**src/rtl/mem_access_pkg.sv**
```systemverilog
`default_nettype none
// ============================================================================
//  Module      : mem_access_pkg
//  Description : Shared state encoding and access-size codes for the
//                memory-access sequencer and its lane-merge helper.
//  Revision    : 1.0 - initial release
// ============================================================================
package mem_access_pkg;

  // Sequencer states, 3-bit encoding
  typedef enum logic [2:0] {
    IDLE  = 3'd0,
    RD    = 3'd1,
    RWAIT = 3'd2,
    WR    = 3'd3,
    DONE  = 3'd4,
    ERR   = 3'd5
  } state_e;

  // Access size codes; 2'b11 is reserved and always rejected
  localparam logic [1:0] SIZE_WORD = 2'b00;
  localparam logic [1:0] SIZE_HALF = 2'b01;
  localparam logic [1:0] SIZE_BYTE = 2'b10;

endpackage
`default_nettype wire

```
**src/rtl/mem_lane_merge.sv**
```systemverilog
`default_nettype none
// ============================================================================
//  Module      : mem_lane_merge
//  Description : Combinational little-endian lane logic: load extraction with
//                sign/zero extension, store read-modify-write merge, and the
//                alignment check for an incoming request.
//  Revision    : 1.0 - initial release
// ============================================================================
module mem_lane_merge
  import mem_access_pkg::*;
(
  input  logic [1:0]  chk_size_i,
  input  logic [1:0]  chk_addr_lo_i,
  output logic        misaligned_o,
  input  logic [1:0]  size_i,
  input  logic [1:0]  addr_lo_i,
  input  logic        sext_i,
  input  logic [31:0] word_i,
  input  logic [31:0] wdata_i,
  output logic [31:0] load_data_o,
  output logic [31:0] merged_o
);

  logic [7:0]  byte_sel;
  logic [15:0] half_sel;

  // Alignment check on the live request (decided while still in IDLE)
  always_comb begin
    misaligned_o = 1'b0;
    case (chk_size_i)
      SIZE_WORD: misaligned_o = |chk_addr_lo_i;
      SIZE_HALF: misaligned_o = chk_addr_lo_i[0];
      SIZE_BYTE: misaligned_o = 1'b0;
      default:   misaligned_o = 1'b1;
    endcase
  end

  // Extract the addressed lane and extend it to 32 bits
  always_comb begin
    byte_sel    = word_i[{addr_lo_i, 3'b000} +: 8];
    half_sel    = addr_lo_i[1] ? word_i[31:16] : word_i[15:0];
    load_data_o = word_i;
    case (size_i)
      SIZE_HALF: load_data_o = {{16{sext_i & half_sel[15]}}, half_sel};
      SIZE_BYTE: load_data_o = {{24{sext_i & byte_sel[7]}}, byte_sel};
      default:   load_data_o = word_i;
    endcase
  end

  // Replace only the addressed lane; every other bit comes from the read word
  always_comb begin
    merged_o = word_i;
    case (size_i)
      SIZE_HALF: begin
        if (addr_lo_i[1]) merged_o[31:16] = wdata_i[15:0];
        else              merged_o[15:0]  = wdata_i[15:0];
      end
      SIZE_BYTE: merged_o[{addr_lo_i, 3'b000} +: 8] = wdata_i[7:0];
      default:   merged_o = wdata_i;
    endcase
  end

endmodule
`default_nettype wire

```
**src/rtl/mem_access_unit.sv**
```systemverilog
`default_nettype none
// ============================================================================
//  Module      : mem_access_unit
//  Description : Memory-access sequencer for the multicycle datapath. Drives a
//                word-wide, 1-cycle-latency synchronous memory, performs
//                sub-word loads, read-modify-write sub-word stores and
//                alignment checking with an addr_err pulse.
//  Revision    : 1.0 - initial release
// ============================================================================
module mem_access_unit
  import mem_access_pkg::*;
(
  input  logic        clk,
  input  logic        reset_n,
  input  logic        req,
  input  logic        we,
  input  logic [1:0]  size,
  input  logic        sext,
  input  logic [31:0] addr,
  input  logic [31:0] wdata,
  output logic        busy,
  output logic        done,
  output logic        addr_err,
  output logic [31:0] rdata,
  output logic [31:0] mem_addr,
  output logic        mem_wr,
  output logic [31:0] mem_wdata,
  input  logic [31:0] mem_rdata
);

  state_e      state_q, state_d;
  logic [31:0] addr_q;
  logic [1:0]  size_q;
  logic        we_q;
  logic        sext_q;
  logic [31:0] wdata_q;
  logic [31:0] rdata_q;
  logic [31:0] mem_wdata_q;

  logic        misaligned;
  logic        accept;
  logic [31:0] load_data;
  logic [31:0] merged;

  assign accept = (state_q == IDLE) && req;

  mem_lane_merge u_lane (
    .chk_size_i    (size),
    .chk_addr_lo_i (addr[1:0]),
    .misaligned_o  (misaligned),
    .size_i        (size_q),
    .addr_lo_i     (addr_q[1:0]),
    .sext_i        (sext_q),
    .word_i        (mem_rdata),
    .wdata_i       (wdata_q),
    .load_data_o   (load_data),
    .merged_o      (merged)
  );

  // State register
  always_ff @(posedge clk or negedge reset_n) begin
    if (!reset_n) state_q <= IDLE;
    else          state_q <= state_d;
  end

  // Request latches, loaded only when a request is accepted in IDLE
  always_ff @(posedge clk or negedge reset_n) begin
    if (!reset_n) begin
      addr_q  <= '0;
      size_q  <= SIZE_WORD;
      we_q    <= 1'b0;
      sext_q  <= 1'b0;
      wdata_q <= '0;
    end else if (accept) begin
      addr_q  <= addr;
      size_q  <= size;
      we_q    <= we;
      sext_q  <= sext;
      wdata_q <= wdata;
    end
  end

  // Load result and write word; the merge is taken straight from the memory
  // read data in RWAIT so the write word is ready on entry to WR
  always_ff @(posedge clk or negedge reset_n) begin
    if (!reset_n) begin
      rdata_q     <= '0;
      mem_wdata_q <= '0;
    end else if (state_q == RWAIT) begin
      if (we_q) mem_wdata_q <= merged;
      else      rdata_q     <= load_data;
    end else if (accept && we && (size == SIZE_WORD) && !misaligned) begin
      mem_wdata_q <= wdata;
    end
  end

  // Next-state selection
  always_comb begin
    state_d = state_q;
    case (state_q)
      IDLE: begin
        if (req) begin
          if (misaligned)                    state_d = ERR;
          else if (we && size == SIZE_WORD)  state_d = WR;
          else                               state_d = RD;
        end
      end
      RD:      state_d = RWAIT;
      RWAIT:   state_d = we_q ? WR : DONE;
      WR:      state_d = DONE;
      DONE:    state_d = IDLE;
      ERR:     state_d = IDLE;
      default: state_d = IDLE;
    endcase
  end

  // Outputs are decoded from the state register or taken from registers
  assign busy      = (state_q != IDLE);
  assign done      = (state_q == DONE) || (state_q == ERR);
  assign addr_err  = (state_q == ERR);
  assign mem_wr    = (state_q == WR);
  assign mem_addr  = {addr_q[31:2], 2'b00};
  assign mem_wdata = mem_wdata_q;
  assign rdata     = rdata_q;

endmodule
`default_nettype wire

```
**config.mk**
```make
export PLATFORM = sky130hd
export DESIGN_NAME = mem_access_unit
export DESIGN_NICKNAME = d
export VERILOG_FILES = /design/src/rtl/mem_access_pkg.sv /design/src/rtl/mem_lane_merge.sv /design/src/rtl/mem_access_unit.sv
export SDC_FILE = /design/constraint.sdc
export NUM_CORES = 1
export LEC_CHECK = 0
export ABC_AREA = 1
export CAP_MARGIN = 0
export CORE_MARGIN = 5
export CORE_UTILIZATION = 35
export CTS_BUF_LIST = sky130_fd_sc_hd__clkbuf_16
export CTS_CLUSTER_DIAMETER = 40
export DETAILED_ROUTE_END_ITERATION = 10
export PLACE_DENSITY_LB_ADDON = 0.2
export SLEW_MARGIN = 20
export SYNTH_ARGS = -nofsm -noshare
export SYNTH_HDL_FRONTEND = slang
export SYNTH_SLANG_ARGS = --single-unit
export TNS_END_PERCENT = 50
```
**constraint.sdc**
```tcl
create_clock -name clk -period 3 [get_ports clk]
set_clock_uncertainty 0.15 [all_clocks]
set_input_delay 0.6 -clock clk [delete_from_list [all_inputs] [get_ports clk]]
set_output_delay 0.6 -clock clk [all_outputs]
set_load 0.01 [all_outputs]
```
==> results.ini, run 1 <==
[worst_setup_path]
cp.arrival_ns = 1.75
reg2reg_to = rdata[29]
critPathMaxFanout = 4
cp-end-kind = output pin
crit_chain = inv_1 -> nor3_1 -> clkdlybuf4s50_1
cp.required_ns = 2.25
worst_setup_path_start_kind = register
critPathLaunch = state_q[0]
regToRegStartpoint = size_q[1]
rrSetupSlack_ns = 0.51
critPathSlowestCell = clkdlybuf4s50_1
endpoint = mem_wr
ff2ff_path_depth = 8
critPathMaxStageDelay_ns = 0.61
crit_type = reg -> out

[timing]
setup_viol = 0
max_freq_mhz = 400
min_period_ns = 2.50
hold_viol = 0
period_share_pct = 83.3
slew_headroom_pct = 40.1
tns_ns = 0
grt_setup_unrepaired = no
finalMaxSlewViolations = 0
worst_slew_pin_slew_ns = 0.898
finalWorstSetupSlack_ns = 0.501

[synth]
yosys_warnings = 0
synth_edf_count = 0
synth_area_leaders = dfrtp_1, nand2_1, a21oi_1, o21ai_0, nor2_1
ys_seq_area_share_pct = 44.5
async_flop_share_pct = 100
synth_area_sq_um = 7600
syn_area_per_cell_sq_um = 6.98
syn-instance-count = 1088
ys_seq_elements = 135
ys_types = 30
yosys.area.top_type = dfrtp_1
yosys.area.top_type_share_pct = 44.5
synth_top_flop_cell = dfrtp_1

[power_and_ir_drop]
irDropWorstVdd_mv = 0.815
total_power_mw = 11.4
power.density_nw_per_um2 = 1110
leakage_nw = 4.89

[cells_and_area]
synthToLayoutAreaGrowth_pct = 34.9
final_common_cell = nand2_1
stdcell_area_sq_um = 10200
nets = 1352
layout_common_cells = nand2_1, clkdlybuf4s50_1, dfrtp_1
diodes = 0
final_util_pct = 47.4
layout-drive-gt1-share_pct = 5.74

[placement]
dp_hpwl_mm = 18.1
place_area_sq_um = 9630
port_buffers = 200
dpl_worst_slack_ns = 0.519
gp_congestion = 0.910

[global_routing]
grt_use_total_pct = 20.5
first_global_vias = 7145
grt_pass1_wl_mm = 39.8
globalRouteOverflowTotal = 0
antenna_found_initial = 0
grt_max_degree = 68

[drt]
drt_iter0_drc = 583
antenna_left = 0
drc = 0
first_pass_iters = 5
viasPerCell = 4.91
num_vias = 7540
wirelength_mm = 25.4
avgRoutedWirePerCell_um = 16.5

[floorplanning]
die_area_sq_um = 24800
rows = 54
io_pins = 203
start_util_pct = 35.1
chipHeight_um = 157
die_x_um = 157
core_area_sq_um = 21600

[worst_hold_path]
hold_depth = 2
hold_class = reg -> reg

[cts]
h-tree-depth = 4
post_cts_buffers = 0
clk_pin_slew_ns = 0.06
clkSinkCount = 135
clock-root-buffer = clkbuf_16
clock_latency_ns = 0.42
numCtsBuffers = 17
cts_buffer_depth = 2
cts_tree = done

[status]
status = finished clean

[flow_run]
cap_violations = 0

-- flip-flops by register name, indices dropped and copies added, names as in the netlist --
| name | flops |
|---|---|
| addr_q | 32 |
| state_q | 3 |
| mem_wdata | 32 |
| wdata_q | 32 |
| rdata | 32 |
| size_q | 2 |
| we_q | 1 |
| sext_q | 1 |
-- where the power goes --
part,internal [mW],switching (mW),total [mW]
combinational,2.40,3.52,5.92
clock,1.38,0.822,2.20
sequential,2.72,0.530,3.25
total,6.50,4.87,11.4
-- critical path, delay by kind of cell, from the launching register on --
kind / cells / cell delay, ns
AND/OR/NAND/NOR: 1 / 0.21
buffers and inverters: 2 / 0.69
flip-flops: 1 / 0.44
-- per-layer routing --
layer	GRT usage, %	vias up	part of all wire (%)
met1	27.9	3533	43
met4	6.84	0	2.2
met5	0	-	0
met2	33.6	262	48
li1	-	3710	-
met3	3.30	35	6.4
-- cell type report --
class / instances / area, sq um
clock inverters: 15 / 188
repair buffers: 220 / 2180
flip-flops and latches: 135 / 3380
multi-input cells: 809 / 3500
fillers: 2219 / 11400
inverters: 59 / 221
clock buffers: 17 / 425
well taps: 280 / 350
-- metrics by stage --
step | hold slack [ns] | std cells
CTS | 0.323 | 1535
finish | 0.316 | 1535
floorplan | 0.154 | 1089
global route | 0.346 | 1535
detailed placement | 0.307 | 1502
global placement | 0.303 | 1502
-- cells in the mapped netlist, types with 2 or more instances --
cell / count
nor3_1: 2
nand2_2: 4
inv_2: 6
o211ai_1: 8
clkbuf_1: 25
or2_2: 8
a21boi_0: 7
o21ai_0: 77
buf_1: 3
clkinv_1: 2
buf_4: 36
inv_1: 51
buf_2: 20
nor2_1: 96
dfrtp_1: 135
ha_1: 7
nor2_4: 2
nand2_1: 462
buf_6: 2
a31oi_1: 9
a21oi_1: 86
o21ai_1: 4
nand3_1: 29
-- logic make-up after synthesis --
group | share of synthesized area (%)
AOI/OAI and AO/OA | 13.6
adders and majority gates | 1.15
buffers and inverters | 9.47
DFF | 44.5
other | 0.0494
and+or+nand+nor | 31.3
-- worst min path at each step --
stage,startpoint,to
global route,addr_q[13],addr_q[13]
finish,addr_q[23],addr_q[23]
floorplan,reset_n,addr_q[0]
CTS,addr_q[23],addr_q[23]
detailed placement,addr_q[23],addr_q[23]
global placement,addr_q[4],addr_q[4]
-- timing repair --
action / in CTS / in global routing
resized for setup: 0 / 0
endpoints found under the hold margin: 34 / 0
hold buffers: 1 / 0
(Power assumes the default switching activity.)
==> run 2, diff against run 1 <==
==> constraint.sdc (replaced) <==
create_clock -name clk -period 2.3 [get_ports clk]
set_clock_uncertainty 0.15 [all_clocks]
set_input_delay 0.46 -clock clk [delete_from_list [all_inputs] [get_ports clk]]
set_output_delay 0.46 -clock clk [all_outputs]
set_load 0.01 [all_outputs]
==> results.ini, run 2 (same netlist as run 1, synthesis figures left out) <==
[cells_and_area]
synthToLayoutAreaGrowth_pct = 36.6
nets = 1364
layout-drive-gt1-share_pct = 6.95
final_common_cell = nand2_1
layout_common_cells = nand2_1, clkdlybuf4s50_1, dfrtp_1
diodes = 0

[worst_setup_path]
ff2ff_path_depth = 9
worst_setup_path_start_kind = register
cp.required_ns = 1.69
cp.arrival_ns = 1.58
reg2reg_to = mem_wdata[27]
critPathLaunch = state_q[2]
critPathMaxFanout = 4
cp-end-kind = output pin
crit_type = reg -> out
rrSetupSlack_ns = 0.18
endpoint = done
regToRegStartpoint = addr_q[0]

[timing]
finalMaxSlewViolations = 0
grt_setup_unrepaired = no
slew_headroom_pct = 40.2
setup_viol = 0
hold_viol = 0
min_period_ns = 2.19
finalWorstSetupSlack_ns = 0.106
worst_slew_pin_slew_ns = 0.896
period_share_pct = 95.4
tns_ns = 0
max_freq_mhz = 456

[drt]
viasPerCell = 4.86
drc = 0
antenna_left = 0
wirelength_mm = 25.8
avgRoutedWirePerCell_um = 16.7
drt_iter0_drc = 571
num_vias = 7512
first_pass_iters = 5

[status]
status = finished clean

[power_and_ir_drop]
irDropWorstVdd_mv = 0.998
leakage_nw = 4.95
power.density_nw_per_um2 = 1440

[worst_hold_path]
hold_class = reg -> reg
hp-start = wdata_q[28]

[global_routing]
globalRouteOverflowTotal = 0
grt_max_degree = 65
grt_pass1_wl_mm = 40.8
first_global_vias = 7350
grt_use_total_pct = 21.2
antenna_found_initial = 0

[floorplanning]
chipHeight_um = 157
die_x_um = 157
die_area_sq_um = 24800
start_util_pct = 35.1
core_area_sq_um = 21600
io_pins = 203
rows = 54

[cts]
clock-root-buffer = clkbuf_16
clock_latency_ns = 0.42
h-tree-depth = 4
cts_buffer_depth = 2
clkSinkCount = 135
post_cts_buffers = 0
numCtsBuffers = 17
clk_pin_slew_ns = 0.06
cts_tree = done

[placement]
dpl_worst_slack_ns = 0.0409
port_buffers = 200
gp_congestion = 0.921
dp_hpwl_mm = 18.6

[flow_run]
cap_violations = 0

run 2: cell count changes in the layout (fill, tap and decap cells not counted), moves of 2 or more:
cell / change
inv_1: -3
dlygate4sd2_1: +2
buf_4: +8
buf_12: +4
clkinvlp_4: +5
clkdlybuf4s50_1: -3
run 2: worst max-delay path, cell delays in order, from the launching register on:
cell and delay (ns):
dfrtp_1 0.42, inv_2 0.08, nor2_1 0.10, clkdlybuf4s50_1 0.56
run 2: power breakdown:
group	switching, mW	leakage (nW)	internal (mW)
registers	0.711	1.64	3.54
clock network	1.12	0.277	1.71
logic	4.62	3.03	3.29
total	6.45	4.95	8.54
run 2: what timing repair did:
item / in CTS / in global routing
endpoints found under the hold margin: 46 / 0
hold buffers: 1 / 0
gates resized for setup: 2 / 3
endpoints found under the setup margin: 2 / 2
run 2: layout make-up:
class,count,area (sq um)
Fill cell,2242,11200
Multi-Input combinational cell,809,3500
Sequential cell,135,3380
Timing Repair Buffer,232,2320
Clock buffer,17,425
Tap cell,280,350
Inverter,59,221
Clock inverter,14,178
run 2: worst min-delay path by stage:
stage	cells after the start	endpoint	slack, ns
floorplan	0	addr_q[0]	0.01
global placement	1	addr_q[15]	0.30
detailed placement	2	addr_q[21]	0.31
CTS	2	wdata_q[28]	0.32
global route	2	addr_q[21]	0.34
finish	2	wdata_q[28]	0.32
run 2: metrics by stage:
stage / hold WS [ns] / total power, mW / utilization (%) / cells / area [sq um]
floorplan: 0.0144 / 8.85 / - / 1089 / 7600
global placement: 0.303 / 12.1 / 45.2 / 1514 / 9770
detailed placement: 0.308 / 12.2 / 45.2 / 1514 / 9770
CTS: 0.323 / 15.1 / 48.0 / 1546 / 10400
global route: 0.337 / 16.2 / 48.0 / 1546 / 10400
finish: 0.318 / 15.0 / 48.0 / 1546 / 10400
run 2: per-layer routing:
| metal | vias to the layer above | routed length (um) | track usage, % |
|---|---|---|---|
| li1 | 3729 | - | - |
| met5 | - | 0 | 0 |
| met4 | 0 | 557 | 6.19 |
| met3 | 37 | 1620 | 4.51 |
| met2 | 232 | 12300 | 34.1 |
| met1 | 3514 | 11400 | 28.8 |
==> run 3, diff against run 2 <==
--- a/config.mk
+++ b/config.mk
@@ -12,7 +12,7 @@
 export CTS_BUF_LIST = sky130_fd_sc_hd__clkbuf_16
 export CTS_CLUSTER_DIAMETER = 40
 export DETAILED_ROUTE_END_ITERATION = 10
-export PLACE_DENSITY_LB_ADDON = 0.2
+export PLACE_DENSITY = 0.63
 export SLEW_MARGIN = 20
 export SYNTH_ARGS = -nofsm -noshare
 export SYNTH_HDL_FRONTEND = slang
==> results.ini, run 3 (same netlist as run 1, synthesis figures left out) <==
[power_and_ir_drop]
irDropWorstVdd_mv = 0.547
power.density_nw_per_um2 = 1440
leakage_nw = 4.94

[global_routing]
grt_max_degree = 67
globalRouteOverflowTotal = 0
grt_pass1_wl_mm = 39.6
grt_use_total_pct = 20.5
antenna_found_initial = 0
first_global_vias = 7278

[timing]
hold-worst-slack_ns = 0.318
setup_viol = 0
hold_viol = 0
period_share_pct = 93.7
slew_headroom_pct = 54.1
worst_slew_pin_slew_ns = 0.688
max_freq_mhz = 464
grt_setup_unrepaired = no
finalMaxSlewViolations = 0
tns_ns = 0
min_period_ns = 2.15

[floorplanning]
rows = 54
die_x_um = 157
core_area_sq_um = 21600
chipHeight_um = 157
io_pins = 203
start_util_pct = 35.1
die_area_sq_um = 24800

[cts]
clkSinkCount = 135
clk_pin_slew_ns = 0.06
numCtsBuffers = 17
h-tree-depth = 4
cts_buffer_depth = 2
cts_tree = done
clock-root-buffer = clkbuf_16
clock_latency_ns = 0.43

[drt]
avgRoutedWirePerCell_um = 16.2
drc = 0
wirelength_mm = 25.1
first_pass_iters = 5
num_vias = 7533
antenna_left = 0
drt_iter0_drc = 552
viasPerCell = 4.87

[cells_and_area]
nets = 1364
stdcell_area_sq_um = 10300
diodes = 0
layout-drive-gt1-share_pct = 7.02
stdcell_count = 1547
final_util_pct = 47.8
final_common_cell = nand2_1
synthToLayoutAreaGrowth_pct = 36.0
fillerInstances = 2246
layout_common_cells = nand2_1, clkdlybuf4s50_1, dfrtp_1

[worst_setup_path]
cp.arrival_ns = 1.54
worst_setup_path_start_kind = register
cp-end-kind = output pin
cp.required_ns = 1.69
crit_type = reg -> out
critPathMaxFanout = 4

[placement]
port_buffers = 200
dp.cells = 1513
place_area_sq_um = 9730
dp_hpwl_mm = 18.4
gp_congestion = 0.916

[worst_hold_path]
hold_class = reg -> reg

[flow_run]
cap_violations = 0

[status]
status = finished clean

[run 3: cell types whose count changed in the layout (fill, tap and decap cells not counted), sizes merged]
cell / change
clkinv: +1
clkinvlp: -2
bufinv: -1
inv: +3
[run 3: what timing repair did]
item                                   in CTS  in global routing
setup buffers                               1                  0
endpoints found under the hold margin      37                  0
resized for setup                           3                  4
setup endpoints to repair                   2                  8
gates cloned                                0                  0
hold buffers                                1                  0
[run 3: layout make-up]
class | instances | area (sq um) | share of cell area (%)
clock buffers | 17 | 425 | 4.12
clock inverters | 15 | 153 | 1.48
inverters | 59 | 224 | 2.17
multi-input cells | 809 | 3510 | 34.0
flip-flops and latches | 135 | 3380 | 32.7
well taps | 280 | 350 | 3.39
repair buffers | 232 | 2300 | 22.2
[run 3: per-stage QoR]
step	power, mW	setup WS, ns
global route	16.1	0.0158
global placement	12.1	0.0978
detailed placement	12.2	0.0568
floorplan	8.85	0.397
finish	14.9	0.146
CTS	15.0	0.0170
[run 3: power by group]
part,leakage [nW],total [mW],switching (mW),internal [mW]
logic,3.02,7.89,4.60,3.29
registers,1.64,4.26,0.719,3.54
clock network,0.283,2.73,1.13,1.60
total,4.94,14.9,6.45,8.43
[run 3: final timing paths]
| check | end | slack, ns | cells after the start | start |
|---|---|---|---|---|
| setup / recovery | done | 0.15 | 3 | state_q[2] |
| hold / removal | addr_q[14] | 0.32 | 2 | addr_q[14] |
| setup reg to reg | mem_wdata[25] | 0.16 | 9 | addr_q[1] |
| hold reg to reg | addr_q[14] | 0.32 | 2 | addr_q[14] |
| max in group asynchronous | wdata_q[25] | 0.97 | 3 | reset_n |
| min in group asynchronous | rdata[10] | 0.37 | 2 | reset_n |
[run 3: critical path: stages, from the launching register on]
cell and delay, ns:
dfrtp_1 0.39, inv_2 0.07, nor2_1 0.11, clkdlybuf4s50_1 0.55
[run 3: metal layers]
metal  track usage, %  wire [um]  up-vias
met5                0          0        -
met4             6.84        571        0
met3             4.12       1710       44
met2             33.3      12000      258
met1             27.3      10800     3496
li1                 -          -     3735
